===== config.mk =====
export PLATFORM = sky130hd
export DESIGN_NAME = fb_packet_writer
export DESIGN_NICKNAME = d
export VERILOG_FILES = /design/src/rtl/rt_pkg.sv /design/src/rtl/fb_addr_counter.sv /design/src/rtl/fb_packet_writer.sv
export SDC_FILE = /design/constraint.sdc
export NUM_CORES = 1
export LEC_CHECK = 0
export BUFFER_PORTS_ARGS = -buffer_cell sky130_fd_sc_hd__buf_2
export CAP_MARGIN = 10
export CORE_MARGIN = 5
export CORE_UTILIZATION = 49
export CTS_CLUSTER_DIAMETER = 60
export DETAILED_ROUTE_END_ITERATION = 10
export PLACE_DENSITY = 0.73
export SETUP_SLACK_MARGIN = 0.1
export SLEW_MARGIN = 20
export SYNTH_ARGS = -nofsm -noshare
export SYNTH_HDL_FRONTEND = slang
export SYNTH_SLANG_ARGS = --single-unit

===== constraint.sdc =====
create_clock -name clk -period 3.9 [get_ports clk]
set_clock_uncertainty 0.15 [all_clocks]
set_input_delay 0.39 -clock clk [delete_from_list [all_inputs] [get_ports clk]]
set_output_delay 0.39 -clock clk [all_outputs]
set_load 0.02 [all_outputs]

===== src/rtl/rt_pkg.sv =====
// Shared types and header field layout for the framebuffer packet writer
// and its address-generation helpers.
package rt_pkg;

    typedef enum logic [1:0] {
        PKT_NONE   = 2'b00,
        PKT_PIXELS = 2'b01,
        PKT_FILL   = 2'b10,
        PKT_RSVD   = 2'b11
    } pkt_type_t;

    typedef enum logic [2:0] {
        ST_IDLE,
        ST_HDR_ADDR,
        ST_COLOR,
        ST_STREAM,
        ST_FILL
    } fbw_state_t;

    // Type sits in the top TYPE_W bits of header word 0; length and start
    // address are right-aligned in words 0 and 1 respectively.
    localparam int TYPE_W   = 2;
    localparam int LEN_LSB  = 0;
    localparam int ADDR_LSB = 0;

    function automatic logic is_valid_type(input pkt_type_t t);
        return (t == PKT_PIXELS) || (t == PKT_FILL);
    endfunction

endpackage


===== src/rtl/fb_addr_counter.sv =====
// Framebuffer address counter with load and modulo-FB_DEPTH increment;
// FB_DEPTH need not be a power of two.
module fb_addr_counter #(
    parameter int ADDR_W   = 17,
    parameter int FB_DEPTH = 76800
) (
    input  logic              clk,
    input  logic              rst,
    input  logic              load,
    input  logic [ADDR_W-1:0] load_val,
    input  logic              inc,
    output logic [ADDR_W-1:0] addr
);

    localparam logic [ADDR_W-1:0] LAST = ADDR_W'(FB_DEPTH - 1);

    logic [ADDR_W-1:0] addr_q, addr_d;

    always_comb begin
        addr_d = addr_q;
        if (load)
            addr_d = load_val;
        else if (inc)
            addr_d = (addr_q == LAST) ? '0 : addr_q + 1'b1;
    end

    always_ff @(posedge clk or posedge rst) begin
        if (rst) addr_q <= '0;
        else     addr_q <= addr_d;
    end

    assign addr = addr_q;

endmodule


===== src/rtl/fb_packet_writer.sv =====
// Parses PIXELS / FILL packets from a first-word-fall-through FIFO and
// drives a registered framebuffer write port, one pixel per clock.
module fb_packet_writer
    import rt_pkg::*;
#(
    parameter int DATA_W   = 32,
    parameter int ADDR_W   = 17,
    parameter int FB_DEPTH = 76800,
    parameter int LEN_W    = 16
) (
    input  logic              clk,
    input  logic              rst,
    input  logic [DATA_W-1:0] fifo_dout,
    input  logic              fifo_empty,
    output logic              fifo_re,
    output logic              fb_we,
    output logic [ADDR_W-1:0] fb_addr,
    output logic [DATA_W-1:0] fb_wdata,
    output logic              busy,
    output logic              pkt_done,
    output logic              err
);

    localparam logic [ADDR_W:0] DEPTH_C = (ADDR_W+1)'(FB_DEPTH);

    fbw_state_t        state_q, state_d;
    pkt_type_t         type_q, type_d;
    logic [LEN_W-1:0]  cnt_q, cnt_d;
    logic              drop_q, drop_d;
    logic [DATA_W-1:0] color_q, color_d;
    logic              err_q, err_d;
    logic              we_q, we_d;
    logic              done_q, done_d;
    logic [ADDR_W-1:0] waddr_q, waddr_d;
    logic [DATA_W-1:0] wdata_q, wdata_d;
    logic              ld, inc;
    logic [ADDR_W-1:0] addr;

    fb_addr_counter #(.ADDR_W(ADDR_W), .FB_DEPTH(FB_DEPTH)) u_addr (
        .clk      (clk),
        .rst      (rst),
        .load     (ld),
        .load_val (fifo_dout[ADDR_LSB +: ADDR_W]),
        .inc      (inc),
        .addr     (addr)
    );

    // Gated by rst so the port reads 0 while reset is held with data queued.
    assign fifo_re = !rst && !fifo_empty &&
                     (state_q inside {ST_IDLE, ST_HDR_ADDR, ST_COLOR, ST_STREAM});

    always_comb begin
        state_d = state_q;
        type_d  = type_q;
        cnt_d   = cnt_q;
        drop_d  = drop_q;
        color_d = color_q;
        err_d   = err_q;
        we_d    = 1'b0;
        done_d  = 1'b0;
        waddr_d = waddr_q;
        wdata_d = wdata_q;
        ld      = 1'b0;
        inc     = 1'b0;
        case (state_q)
            ST_IDLE: if (fifo_re) begin
                type_d = pkt_type_t'(fifo_dout[DATA_W-1 -: TYPE_W]);
                cnt_d  = fifo_dout[LEN_LSB +: LEN_W];
                drop_d = 1'b0;
                if (is_valid_type(type_d)) begin
                    state_d = ST_HDR_ADDR;
                end else begin
                    err_d  = 1'b1;
                    done_d = 1'b1;
                end
            end
            ST_HDR_ADDR: if (fifo_re) begin
                ld = 1'b1;
                if ({1'b0, fifo_dout[ADDR_LSB +: ADDR_W]} >= DEPTH_C) begin
                    err_d  = 1'b1;
                    drop_d = 1'b1;
                end
                state_d = (type_q == PKT_PIXELS) ? ST_STREAM : ST_COLOR;
            end
            ST_COLOR: if (fifo_re) begin
                color_d = fifo_dout;
                state_d = ST_FILL;
            end
            ST_STREAM, ST_FILL: if (fifo_re || state_q == ST_FILL) begin
                // Dropped packets still walk the count so framing stays intact.
                we_d    = !drop_q;
                waddr_d = addr;
                wdata_d = (state_q == ST_FILL) ? color_q : fifo_dout;
                inc     = 1'b1;
                if (cnt_q == '0) begin
                    state_d = ST_IDLE;
                    done_d  = 1'b1;
                end else begin
                    cnt_d = cnt_q - 1'b1;
                end
            end
            default: state_d = ST_IDLE;
        endcase
    end

    always_ff @(posedge clk or posedge rst) begin
        if (rst) begin
            state_q <= ST_IDLE;
            type_q  <= PKT_NONE;
            cnt_q   <= '0;
            drop_q  <= 1'b0;
            color_q <= '0;
            err_q   <= 1'b0;
            we_q    <= 1'b0;
            done_q  <= 1'b0;
            waddr_q <= '0;
            wdata_q <= '0;
        end else begin
            state_q <= state_d;
            type_q  <= type_d;
            cnt_q   <= cnt_d;
            drop_q  <= drop_d;
            color_q <= color_d;
            err_q   <= err_d;
            we_q    <= we_d;
            done_q  <= done_d;
            waddr_q <= waddr_d;
            wdata_q <= wdata_d;
        end
    end

    assign fb_we    = we_q;
    assign fb_addr  = waddr_q;
    assign fb_wdata = wdata_q;
    assign pkt_done = done_q;
    assign err      = err_q;
    assign busy     = (state_q != ST_IDLE);

endmodule


==> flow_metrics.py, run 1 <==
metrics = {
    "die": {
        "placementRows": 40,
        "initial_core_util_pct": 49.6,
        "die_h_um": 120,
        "core_um2": 11900,
        "die_area_um2": 14400,
        "die_w_um": 120,
        "ioPinCount": 89,
    },
    "run": {
        "drv_cap": 0,
    },
    "global_routing": {
        "overflow": 0,
        "grt_usage_pct": 21.7,
        "grt_max_degree": 51,
        "grt_pass1_vias": 4963,
        "antenna_found_initial": 1,
        "grt_pass1_wl_mm": 24.8,
    },
    "pwr": {
        "powerDensity_nw_per_um2": 907,
        "p_int_uw": 3980,
        "p_sw_uw": 2510,
        "p_comb_share_pct": 36.6,
        "power.leakage_uw": 0.00319,
        "seqPwrFrac_pct": 36.5,
        "clockPowerShare_pct": 26.8,
        "switching_share_pct": 38.7,
        "ir_drop_v": 0.000378,
    },
    "synthesis": {
        "yosys_warnings": 0,
        "ys_seq_area_share_pct": 52.1,
        "synth_cells": 625,
        "ys.flop_type": "dfrtp_1",
        "synth_edf_count": 0,
        "syn_area_per_cell_um2": 9.46,
        "synth-seq-cells": 123,
        "synth_top_area_cell": "dfrtp_1",
        "synth.most_common_cell": "nand2_1",
        "yosys-top-cells-area": "dfrtp_1 52%, nand2_1 9.1%, mux2_2 6.5%",
        "syn_area_um2": 5910,
        "synth_top_area_share_pct": 52.1,
        "synth_common_cells": "143 x nand2_1, 123 x dfrtp_1, 64 x nor2_1",
        "syn_nets": 663,
        "synth_cell_types": 62,
        "async_flop_share_pct": 100,
    },
    "min_path": {
        "hold_start": "fifo_dout[25]",
        "hold_class": "primary input to flop",
        "hold-path-cell-count": 2,
        "min_to": "color_q[25]",
    },
    "critical_path": {
        "cp_max_fo": 48,
        "slowest_stage": "nor2_4",
        "r2r_cells": 6,
        "r2r-start": "state_q[0]",
        "crit_chain": "dlygate4sd3_1 -> buf_2 -> nor3_1 -> a21oi_1 -> nor2_4 -> buf_12 -> nor2_1 -> a31oi_1",
        "reg2reg_setup_slack_ps": 1220,
        "crit_type": "primary input to flop",
        "slowest_delay_ps": 630,
        "end_kind": "flop",
        "r2r_end": "fb_wdata[14]",
        "cp.arrival_ps": 2910,
        "cp.required_ps": 4080,
        "critPathLaunchType": "primary input",
    },
    "place": {
        "pre_cts_ws_ps": 1240,
        "dpl.cell_count": 836,
        "dpl.hpwl_mm": 10.0,
        "gp_congestion": 0.848,
        "port_buffers": 88,
        "placed_area_um2": 6490,
    },
    "timing": {
        "finalHoldViolations": 0,
        "slew_violations": 0,
        "worstMarginPinSlew_ps": 823,
        "slew-limit-headroom_pct": 45.1,
        "finalSetupViolations": 0,
        "period_minus_slack_ps": 2740,
        "finalCritPeriodShare_pct": 70.2,
        "rsz0062_at_grt": "no",
        "max_freq_ghz": 0.365,
        "finalSetupTns_ps": 0,
        "setup_ws_ps": 1160,
    },
    "route": {
        "drt_pre_antenna_iters": 5,
        "routedWlPerCell_um": 17.1,
        "routed_wirelength_mm": 14.9,
        "post_drt_via_cell_ratio": 5.69,
        "num_vias": 4939,
        "postRouteAntennaNets": 0,
        "drc": 0,
        "drtIter0Drc": 418,
    },
    "cts": {
        "insertion_delay_ps": 410,
        "cts_tree": "built",
        "cts_sinks": 123,
        "clk_path_buf_depth": 2,
        "post_cts_resized": 0,
        "root_buffer": "clkbuf_16",
        "cts_buffers": 17,
        "htreeDepth": 4,
        "path_clk_slew_ps": 50,
    },
    "layout": {
        "drive_gt1_share_pct": 26.6,
        "fillers": 1024,
        "areaGrowthSynthToFinish_pct": 21.1,
        "n_antenna_cell": 0,
        "fin_area_um2": 7160,
        "fin_nets": 747,
        "finish.utilization_pct": 60.1,
        "final-instance-count-excl-fill": 868,
    },
    "status": {
        "status": "complete, no violations",
    },
}
power groups by stage:
stage / registers (µW) / clock network [µW] / logic (µW)
detailed placement: 2380 / 0 / 2370
global placement: 2350 / 0 / 2280
floorplan: 2560 / 0 / 1480
CTS: 2370 / 1760 / 2400
global route: 2460 / 1820 / 2640
finish: 2370 / 1740 / 2380
how the worst max path moves through the flow:
stage / start / endpoint / slack (ps)
global placement: state_q[0] / fb_wdata[8] / 1380
finish: rst / fb_wdata[14] / 1160
detailed placement: state_q[0] / fb_wdata[15] / 1240
global route: state_q[0] / fb_wdata[25] / 930
floorplan: state_q[2] / fb_wdata[28] / 1640
CTS: state_q[0] / fb_wdata[14] / 1210
per-stage QoR:
| stage | hold slack [ps] | power [µW] |
|---|---|---|
| 2_1_floorplan | 254 | 4040 |
| 3_3_place_gp | 302 | 4620 |
| 3_5_place_dp | 300 | 4750 |
| 4_1_cts | 59.6 | 6520 |
| 5_1_grt | 60.2 | 6930 |
| 6_report | 74.6 | 6490 |
final cells by class:
class | instances | area (µm²) | area share, %
Tap cell | 147 | 184 | 2.57
Clock inverter | 11 | 190 | 2.66
Inverter | 10 | 41.3 | 0.577
Clock buffer | 20 | 467 | 6.52
Timing Repair Buffer | 99 | 551 | 7.69
Sequential cell | 123 | 3080 | 43.0
Multi-Input combinational cell | 458 | 2650 | 37.0
layer usage:
| metal | wire [µm] | share of wire (%) | GRT usage (%) |
|---|---|---|---|
| met1 | 6010 | 40 | 26.7 |
| met2 | 7670 | 52 | 37.3 |
| met3 | 946 | 6.4 | 5.80 |
| met4 | 231 | 1.6 | 7.02 |
| met5 | 7 | 0.047 | 0 |
flip-flops by register name (all words and copies together) (netlist names):
register / count
pkt_done: 1
fb_addr: 17
cnt_q: 16
drop_q: 1
u_addr.addr: 17
fb_we: 1
state_q: 3
fb_wdata: 32
color_q: 32
err: 1
type_q: 2
cell usage in the layout, fill, tap and decap left out, types with 6 or more instances in the layout:
cell type  count
nand3_1       16
a21oi_1       29
buf_2         88
mux2_2        34
clkbuf_16     17
inv_1          9
nor3_1         9
a21oi_2        7
dfrtp_1      123
o21ai_0       24
a31oi_1       39
nand2_1      143
buf_4          8
nor2_1        64
xor2_1         6
what timing repair did:
action | CTS | global route
hold buffers | 1 | 0
buffers inserted | 0 | 0
hold endpoints to repair | 21 | 0
kinds of logic (layout without fill, tap and decap cells):
logic type                 count (synthesis)  in the layout  share of synthesized area (%)
buffers and inverters                     44            140                           3.32
DFF                                      123            123                           52.1
adders and majority gates                  3              3                          0.635
AOI/OAI and AO/OA                        132            132                           14.6
xor gates and xnor gates                  11             11                           1.63
and+or+nand+nor                          278            278                           21.3
muxes                                     34             34                           6.47
critical path: cells and delay by family:
kind / cells / cell delay [ps]
buffers and inverters: 3 / 1030
and+or+nand+nor: 3 / 1060
AOI/OAI and AO/OA: 2 / 400
Note: power is estimated with default switching activity, not from simulation.
==> inputs of run 2 (changes only) <==
--- a/config.mk
+++ b/config.mk
@@ -11,7 +11,7 @@
 export CORE_UTILIZATION = 49
 export CTS_CLUSTER_DIAMETER = 60
 export DETAILED_ROUTE_END_ITERATION = 10
-export PLACE_DENSITY = 0.73
+export PLACE_DENSITY = 0.7
 export SETUP_SLACK_MARGIN = 0.1
 export SLEW_MARGIN = 20
 export SYNTH_ARGS = -nofsm -noshare
==> constraint.sdc (replaced) <==
create_clock -name clk -period 2.6 [get_ports clk]
set_clock_uncertainty 0.15 [all_clocks]
set_input_delay 0.26 -clock clk [delete_from_list [all_inputs] [get_ports clk]]
set_output_delay 0.26 -clock clk [all_outputs]
set_load 0.02 [all_outputs]
==> run 2 against run 1 <==
  * Combinational power grew 57%
  * Routed wire length grew 0.83%
  * Critical path depth grew 1
  * Global-route usage shrank 0.14 points
  * Count of clock-buffer cells in the layout grew 3
  * Via count grew 2.6%
  * Non-clock buffer count grew 31
  * Worst setup slack lost 960 ps
  * Die area is the same
  * Power grew 47%
  * Sequential share of layout area shrank 1.4 points
  * First-iteration DRC count grew 18%
  * Critical endpoint is now cnt_q[3]
  * Largest cell class unchanged
  * Largest power group unchanged
==> flow_metrics.py, run 2 (synthesis results as in run 1) <==
metrics = {
    "cts": {
        "post_cts_resized": 0,
        "clk_path_buf_depth": 2,
        "path_clk_slew_ps": 50,
        "root_buffer": "clkbuf_16",
        "cts_tree": "built",
        "insertion_delay_ps": 410,
        "cts_sinks": 123,
        "htreeDepth": 4,
        "cts_buffers": 17,
    },
    "global_routing": {
        "grt_usage_pct": 21.6,
        "grt_pass1_wl_mm": 24.8,
        "grt_max_degree": 47,
        "grt_pass1_vias": 5023,
        "antenna_found_initial": 0,
        "overflow": 0,
    },
    "critical_path": {
        "crit_type": "flop to flop",
        "end_kind": "flop",
        "cp_max_fo": 6,
        "cp.arrival_ps": 2540,
        "critPathLaunchType": "flop",
        "cp.required_ps": 2750,
    },
    "route": {
        "postRouteAntennaNets": 0,
        "drtIter0Drc": 493,
        "routedWlPerCell_um": 16.7,
        "routed_wirelength_mm": 15.0,
        "post_drt_via_cell_ratio": 5.64,
        "drc": 0,
        "num_vias": 5067,
        "drt_pre_antenna_iters": 6,
    },
    "timing": {
        "finalCritPeriodShare_pct": 92.1,
        "finalSetupTns_ps": 0,
        "slew-limit-headroom_pct": 47.5,
        "finalSetupViolations": 0,
        "period_minus_slack_ps": 2390,
        "max_freq_ghz": 0.418,
        "worstMarginPinSlew_ps": 786,
        "slew_violations": 0,
        "finalHoldViolations": 0,
        "rsz0062_at_grt": "no",
    },
    "die": {
        "die_h_um": 120,
        "core_um2": 11900,
        "placementRows": 40,
        "ioPinCount": 89,
        "die_w_um": 120,
        "initial_core_util_pct": 49.6,
        "die_area_um2": 14400,
    },
    "layout": {
        "fin_nets": 779,
        "drive_gt1_share_pct": 27.0,
        "areaGrowthSynthToFinish_pct": 25.2,
        "fillers": 975,
        "final_common_cell": "nand2_1",
        "final_cell_mix": "143 x nand2_1, 123 x dfrtp_1, 88 x buf_2",
        "n_antenna_cell": 0,
    },
    "run": {
        "drv_cap": 0,
    },
    "pwr": {
        "ir_drop_v": 0.000472,
        "power.total_uw": 9560,
        "power.leakage_uw": 0.00330,
        "powerDensity_nw_per_um2": 1290,
    },
    "place": {
        "port_buffers": 88,
        "dpl.hpwl_mm": 10.2,
        "gp_congestion": 0.834,
    },
    "min_path": {
        "hold_class": "primary input to flop",
    },
    "status": {
        "status": "complete, no violations",
    },
}
[run 2: cell types whose count changed in the layout (fill, tap and decap cells not counted), sizes merged]
cell,previous run,this run
clkinv,4,3
clkbuf,20,23
o21ai,31,32
dlygate4sd3,1,19
clkinvlp,2,3
bufinv,5,2
buf,98,111
inv,10,9
[run 2: final timing paths]
| path | start | endpoint | slack, ps | depth (start not counted) |
|---|---|---|---|---|
| worst max-delay path | cnt_q[0] | cnt_q[3] | 210 | 9 |
| worst min-delay path | fifo_dout[0] | fb_wdata[0] | 10 | 3 |
| worst max register to register | cnt_q[0] | cnt_q[3] | 210 | 9 |
| worst min register to register | fb_addr[0] | fb_addr[0] | 310 | 2 |
| max in group asynchronous | rst | fb_wdata[0] | 1160 | 4 |
| min in group asynchronous | rst | fb_wdata[15] | 470 | 3 |
[run 2: layout make-up]
| class | count | area (µm²) | area share, % |
|---|---|---|---|
| flip-flops and latches | 123 | 3080 | 41.6 |
| multi-input cells | 459 | 2660 | 35.9 |
| repair buffers | 130 | 866 | 11.7 |
| clock buffers | 23 | 488 | 6.59 |
| well taps | 147 | 184 | 2.48 |
| clock inverters | 7 | 90.1 | 1.22 |
| inverters | 10 | 41.3 | 0.558 |
[run 2: metal layers]
| layer | share of wire [%] | vias to the layer above | GRT usage (%) |
|---|---|---|---|
| met5 | 0 | - | 0 |
| met4 | 1.6 | 0 | 6.73 |
| met3 | 5.7 | 30 | 5.33 |
| met2 | 50 | 162 | 35.8 |
| met1 | 43 | 2444 | 28.0 |
| li1 | - | 2431 | - |
[run 2: repair_timing]
item | in CTS | in global routing
endpoints found under the setup margin | 0 | 12
setup buffers | 0 | 2
endpoints found under the hold margin | 65 | 0
hold buffers | 19 | 0
[run 2: worst max-delay path, stage by stage (launching register included)]
cell and delay (ps):
dfrtp_1 400, inv_1 140, ha_1 170, or3b_2 490
nor4_4 210, buf_4 190, buf_4 120, o21a_2 160
a21oi_1 60, o22a_1 180
[run 2: power by group]
group / total (µW) / switching [µW] / internal, µW
sequential: 3530 / 686 / 2840
combinational: 3740 / 2260 / 1480
clock: 2300 / 801 / 1490
[run 2: metrics by stage]
step	setup slack [ps]	cells	hold WS (ps)	instance area, µm²	utilization, %
after floorplan	338	625	227	5920	-
after global placement	206	847	294	6610	55.5
after detailed placement	153	847	301	6610	55.5
after CTS	144	896	4.13	7380	62.0
after global routing	107	899	7.99	7410	62.2
final	205	899	11.5	7410	62.2
